`src/rtl/bcd_timekeeper.sv`:
```
// bcd_timekeeper: divides clk to a one-second tick and keeps 24-hour HH:MM:SS in packed BCD.
// Latency: fields and sec_tick update the cycle after the prescaler wrap; set inputs apply 3 cycles after their edge.
// Backpressure: none; run=0 freezes the prescaler, set edges are always accepted.

module bcd_timekeeper #(
  parameter int TICK_DIV = 10000,
  parameter int CNT_W    = 14
) (
  input  logic       clk,
  input  logic       rst_n,
  input  logic       run,
  input  logic       set_hr,
  input  logic       set_min,
  output logic [1:0] hr_t,
  output logic [3:0] hr_u,
  output logic [2:0] min_t,
  output logic [3:0] min_u,
  output logic [2:0] sec_t,
  output logic [3:0] sec_u,
  output logic       sec_tick,
  output logic       colon
);

  // Prescaler terminal count and the colon threshold, sized to the counter.
  localparam logic [CNT_W-1:0] TICK_LAST  = CNT_W'(TICK_DIV - 1);
  localparam logic [CNT_W-1:0] COLON_HALF = CNT_W'(TICK_DIV / 2);

  // Prescaler and colon state.
  logic [CNT_W-1:0] pcnt_q, pcnt_d;
  logic             colon_q, colon_d;
  logic             sec_tick_q, sec_tick_d;

  // Two-flop synchronizers plus one history flop per set input.
  logic hr_s1_q, hr_s1_d;
  logic hr_s2_q, hr_s2_d;
  logic hr_hist_q, hr_hist_d;
  logic min_s1_q, min_s1_d;
  logic min_s2_q, min_s2_d;
  logic min_hist_q, min_hist_d;

  // Time-of-day fields, packed BCD.
  logic [1:0] hr_t_q, hr_t_d;
  logic [3:0] hr_u_q, hr_u_d;
  logic [2:0] min_t_q, min_t_d;
  logic [3:0] min_u_q, min_u_d;
  logic [2:0] sec_t_q, sec_t_d;
  logic [3:0] sec_u_q, sec_u_d;

  // Decoded events for the current cycle.
  logic tick;
  logic hr_edge;
  logic min_edge;
  logic sec_adv;
  logic min_carry;
  logic hr_carry;
  logic min_bump;
  logic hr_bump;

  // Modulo-60 BCD increment on a {tens, units} pair: 59 wraps to 00.
  function automatic logic [6:0] bcd60_inc(input logic [2:0] t, input logic [3:0] u);
    logic [2:0] nt;
    logic [3:0] nu;
    nt = t;
    nu = u + 4'd1;
    if (u == 4'd9) begin
      nu = 4'd0;
      nt = (t == 3'd5) ? 3'd0 : t + 3'd1;
    end
    return {nt, nu};
  endfunction

  // Modulo-24 BCD increment on hours: 23 wraps to 00, x9 carries into tens.
  function automatic logic [5:0] hr24_inc(input logic [1:0] t, input logic [3:0] u);
    logic [1:0] nt;
    logic [3:0] nu;
    nt = t;
    nu = u + 4'd1;
    if (t == 2'd2 && u == 4'd3) begin
      nt = 2'd0;
      nu = 4'd0;
    end else if (u == 4'd9) begin
      nt = t + 2'd1;
      nu = 4'd0;
    end
    return {nt, nu};
  endfunction

  // Shift set inputs through the synchronizer and edge-history chain.
  always_comb begin
    hr_s1_d    = set_hr;
    hr_s2_d    = hr_s1_q;
    hr_hist_d  = hr_s2_q;
    min_s1_d   = set_min;
    min_s2_d   = min_s1_q;
    min_hist_d = min_s2_q;
  end

  // Decode this cycle's events; a set_min edge discards a coincident tick.
  always_comb begin
    hr_edge   = hr_s2_q & ~hr_hist_q;
    min_edge  = min_s2_q & ~min_hist_q;
    tick      = run & (pcnt_q == TICK_LAST);
    sec_adv   = tick & ~min_edge;
    min_carry = sec_adv & (sec_t_q == 3'd5) & (sec_u_q == 4'd9);
    hr_carry  = min_carry & (min_t_q == 3'd5) & (min_u_q == 4'd9);
    min_bump  = min_edge | min_carry;
    // A set edge and a rollover carry in the same cycle still advance hours once.
    hr_bump   = hr_edge | hr_carry;
  end

  // Prescaler: count while running, wrap on the tick, restart on a minute set.
  always_comb begin
    pcnt_d  = pcnt_q;
    colon_d = (pcnt_q < COLON_HALF);
    if (min_edge) begin
      pcnt_d = '0;
    end else if (run) begin
      if (tick) begin
        pcnt_d = '0;
      end else begin
        pcnt_d = pcnt_q + CNT_W'(1);
      end
    end
  end

  // Field next-state: seconds, then minutes, then hours, each with its own trigger.
  always_comb begin
    sec_t_d    = sec_t_q;
    sec_u_d    = sec_u_q;
    min_t_d    = min_t_q;
    min_u_d    = min_u_q;
    hr_t_d     = hr_t_q;
    hr_u_d     = hr_u_q;
    sec_tick_d = sec_adv;

    if (min_edge) begin
      sec_t_d = 3'd0;
      sec_u_d = 4'd0;
    end else if (sec_adv) begin
      {sec_t_d, sec_u_d} = bcd60_inc(sec_t_q, sec_u_q);
    end

    // Minute set wraps 59 to 00 without touching hours; only a tick carry reaches hours.
    if (min_bump) begin
      {min_t_d, min_u_d} = bcd60_inc(min_t_q, min_u_q);
    end

    if (hr_bump) begin
      {hr_t_d, hr_u_d} = hr24_inc(hr_t_q, hr_u_q);
    end
  end

  // State registers; reset aborts any partial count and shows 00:00:00 immediately.
  always_ff @(posedge clk or negedge rst_n) begin
    if (!rst_n) begin
      pcnt_q     <= '0;
      colon_q    <= 1'b1;
      sec_tick_q <= 1'b0;
      hr_s1_q    <= 1'b0;
      hr_s2_q    <= 1'b0;
      hr_hist_q  <= 1'b0;
      min_s1_q   <= 1'b0;
      min_s2_q   <= 1'b0;
      min_hist_q <= 1'b0;
      hr_t_q     <= 2'd0;
      hr_u_q     <= 4'd0;
      min_t_q    <= 3'd0;
      min_u_q    <= 4'd0;
      sec_t_q    <= 3'd0;
      sec_u_q    <= 4'd0;
    end else begin
      pcnt_q     <= pcnt_d;
      colon_q    <= colon_d;
      sec_tick_q <= sec_tick_d;
      hr_s1_q    <= hr_s1_d;
      hr_s2_q    <= hr_s2_d;
      hr_hist_q  <= hr_hist_d;
      min_s1_q   <= min_s1_d;
      min_s2_q   <= min_s2_d;
      min_hist_q <= min_hist_d;
      hr_t_q     <= hr_t_d;
      hr_u_q     <= hr_u_d;
      min_t_q    <= min_t_d;
      min_u_q    <= min_u_d;
      sec_t_q    <= sec_t_d;
      sec_u_q    <= sec_u_d;
    end
  end

  assign hr_t     = hr_t_q;
  assign hr_u     = hr_u_q;
  assign min_t    = min_t_q;
  assign min_u    = min_u_q;
  assign sec_t    = sec_t_q;
  assign sec_u    = sec_u_q;
  assign sec_tick = sec_tick_q;
  assign colon    = colon_q;

endmodule

```
`config.mk`:
```
export PLATFORM = sky130hd
export DESIGN_NAME = bcd_timekeeper
export DESIGN_NICKNAME = d
export VERILOG_FILES = /design/src/rtl/bcd_timekeeper.sv
export SDC_FILE = /design/constraint.sdc
export NUM_CORES = 1
export LEC_CHECK = 0
export ABC_AREA = 1
export CAP_MARGIN = 5
export CORE_MARGIN = 1.5
export CORE_UTILIZATION = 23
export CTS_BUF_LIST = sky130_fd_sc_hd__clkbuf_8 sky130_fd_sc_hd__clkbuf_16
export CTS_CLUSTER_DIAMETER = 60
export DETAILED_ROUTE_END_ITERATION = 10
export MAX_ROUTING_LAYER = met4
export PLACE_DENSITY = 0.41
export SYNTH_ARGS = -nofsm -noshare
export SYNTH_HDL_FRONTEND = slang
export SYNTH_SLANG_ARGS = --single-unit
```
`constraint.sdc`:
```
create_clock -name clk -period 1.8 [get_ports clk]
set_input_delay 0.36 -clock clk [delete_from_list [all_inputs] [get_ports clk]]
set_output_delay 0.36 -clock clk [all_outputs]
set_load 0.05 [all_outputs]
```
==> reports/results.ini <==
[power_and_ir_drop]
powerDensity_nw_per_um2=1100
vdd_ir_drop_max_uv=387
leakage_nw=1.31

[die]
core_area_um2=9280
start_util_pct=23.9
dieArea_um2=10300
io_pins=27
rows=35
dieWidth_um=101
die_y_um=101

[synth]
synth_seq_area_share_pct=47.4
netlist_instances=264
ys_seq_elements=42
synth_ff_type=dfrtp_1
synth-edff-count=0
async_flop_share_pct=100
syn_area_um2=2220
synth_fp_nets=274
yosysWarnings=0
syn_avg_cell_area_um2=8.41
yosysUniqueCellTypes=32

[timing]
fin_ws_ps=147
clock_skew_ps=10.3
rsz0062_at_grt=false
period_share_pct=91.8
fin_crit_ps=1650
hold_viol=0
fmax_ghz=0.605
slew_headroom_pct=72.8
slew_viol_final=0
worst_pin_slew_ps=409
setup_viol=0

[final_layout]
area_growth_pct=24.8
multi_input_area_um2=1020
final_common_cell=nand2_1
final_cell_mix=nand2_1, dfrtp_1, buf_4
fill_cells=1023
seq_area_um2=1050
nNetsFinal=318
diodes=0
post-route-util_pct=29.9
drive_above_1_share_pct=24.6

[grt]
grt_pass1_wl_mm=8.63
grt_pass1_vias=1766
grt_overflow_total=0
grt_use_total_pct=11.1
grt_antenna_before_repair=0
grt_max_degree=30

[outcome]
status=finished clean

[critical_path]
worst_ep_arrival_time_ps=1840
end_kind=flop
path_class=reg2reg
required_ps=1990
path_max_fanout=7
start_kind=flop

[placed_design]
place_ws_ps=-79.9
io_buffer_count=26
dpl.hpwl_mm=3.65
place_congestion=0.769

[clock_tree]
htreeDepth=2
cts_setup_buffers=0
clk_pin_slew_worst_paths_ps=90
post_cts_resize_count=0
tritoncts=built
clockBufferDepth=2
cts_buffers=5
cts-root-buf=clkbuf_8
clk_latency_ps=300
clkSinkCount=42

[flow_run]
drv_cap=0

[routing]
drc_errors=0
drt_iter0_drc=62
routed_wl_mm=4.93
vias=1795
drt_pass1_iterations=4
avgViaCountPerCell=4.10
postRouteAntennaNets=0
wire_per_inst_um=11.3

[min_path]
hold_class=reg2reg

per-layer routing:
| layer | routed length (um) | share of wire [%] | track usage, % |
|---|---|---|---|
| met3 | 149 | 3.0 | 2.21 |
| met5 | 0 | 0 | - |
| met2 | 2150 | 44 | 16.0 |
| met4 | 57 | 1.2 | 3.53 |
| met1 | 2580 | 52 | 15.6 |
sequential cells by signal, indices dropped and copies added (netlist names):
name,flops
pcnt_q,14
hr_u,4
min_u,4
sec_u,4
min_t,3
sec_t,3
hr_t,2
colon,1
hr_hist_d,1
hr_hist_q,1
hr_s1_q,1
min_hist_d,1
min_hist_q,1
min_s1_q,1
sec_tick,1
synth_stat cells, types with 5 or more instances:
library cell / count / share of area, %
nand2_1: 49 / 8.3
dfrtp_1: 41 / 46
inv_1: 31 / 5.2
nor2_1: 31 / 5.2
nand3_1: 25 / 5.6
o21ai_0: 13 / 2.9
a21oi_1: 9 / 2.0
xor2_1: 7 / 2.8
nor2_2: 6 / 1.7
ha_1: 5 / 2.8
nand2_4: 5 / 2.5
nor3_1: 5 / 1.1
area by class of cell:
class / instances / area share, %
Multi-Input combinational cell: 185 / 36.8
Clock buffer: 5 / 2.48
Timing Repair Buffer: 38 / 11.0
Tap cell: 129 / 5.82
Sequential cell: 42 / 38.0
Inverter: 36 / 4.96
Clock inverter: 3 / 0.903
critical path, cell delays in order (launching register included):
cell and delay (ps):
dfrtp_1 400, ha_1 220, nand2_1 100, nor2_4 120
inv_2 40, nor2_2 110, nand2_2 100, o21ai_4 240
nand2_1 100, nand2_1 70, nand2_1 50
worst paths after layout:
check / start / endpoint / slack (ps) / cells after the start
max in group asynchronous: rst_n / pcnt_q[10]$_DFFE_PN0P_ / 780 / 3
max: pcnt_q[0]$_DFFE_PN0P_ / min_t[0]$_DFFE_PN0P_ / 150 / 10
min reg2reg: hr_s1_q$_DFF_PN0_ / hr_hist_d$_DFF_PN0_ / 360 / 0
max reg2reg: pcnt_q[0]$_DFFE_PN0P_ / min_t[0]$_DFFE_PN0P_ / 150 / 10
min: hr_s1_q$_DFF_PN0_ / hr_hist_d$_DFF_PN0_ / 360 / 0
min in group asynchronous: rst_n / sec_tick$_DFF_PN0_ / 520 / 2
metrics by stage:
step	instance area [um2]	total power, W	hold WS, ps	cells	setup TNS (ps)
floorplan	2220	0.00207	64.4	264	0
detailed placement	2670	0.00244	320	429	-188
CTS	2770	0.00312	362	438	0
global placement	2670	0.00244	312	429	-152
finish	2770	0.00306	357	438	0
global route	2770	0.00328	363	438	0
repair_timing:
item                                    4_1_cts  5_1_grt
endpoints found under the setup margin        0        1
hold endpoints to repair                     12        0
hold buffers                                  1        0
power breakdown:
group	internal [W]	total (W)	switching [W]
Clock	0.000280	0.000645	0.000365
Sequential	0.00109	0.00126	0.000171
Combinational	0.000366	0.00115	0.000785
logic make-up (layout without fill, tap and decap cells):
family / count (synthesis) / count (layout) / synth area share, %
buffers and inverters: 37 / 82 / 6.70
muxes: 1 / 1 / 0.451
DFF: 42 / 42 / 47.4
xor gates and xnor gates: 8 / 8 / 3.16
and+or+nand+nor: 136 / 136 / 30.3
AOI/OAI and AO/OA: 35 / 35 / 9.18
adders and majority gates: 5 / 5 / 2.82
Power figures use the tool's default switching activity.
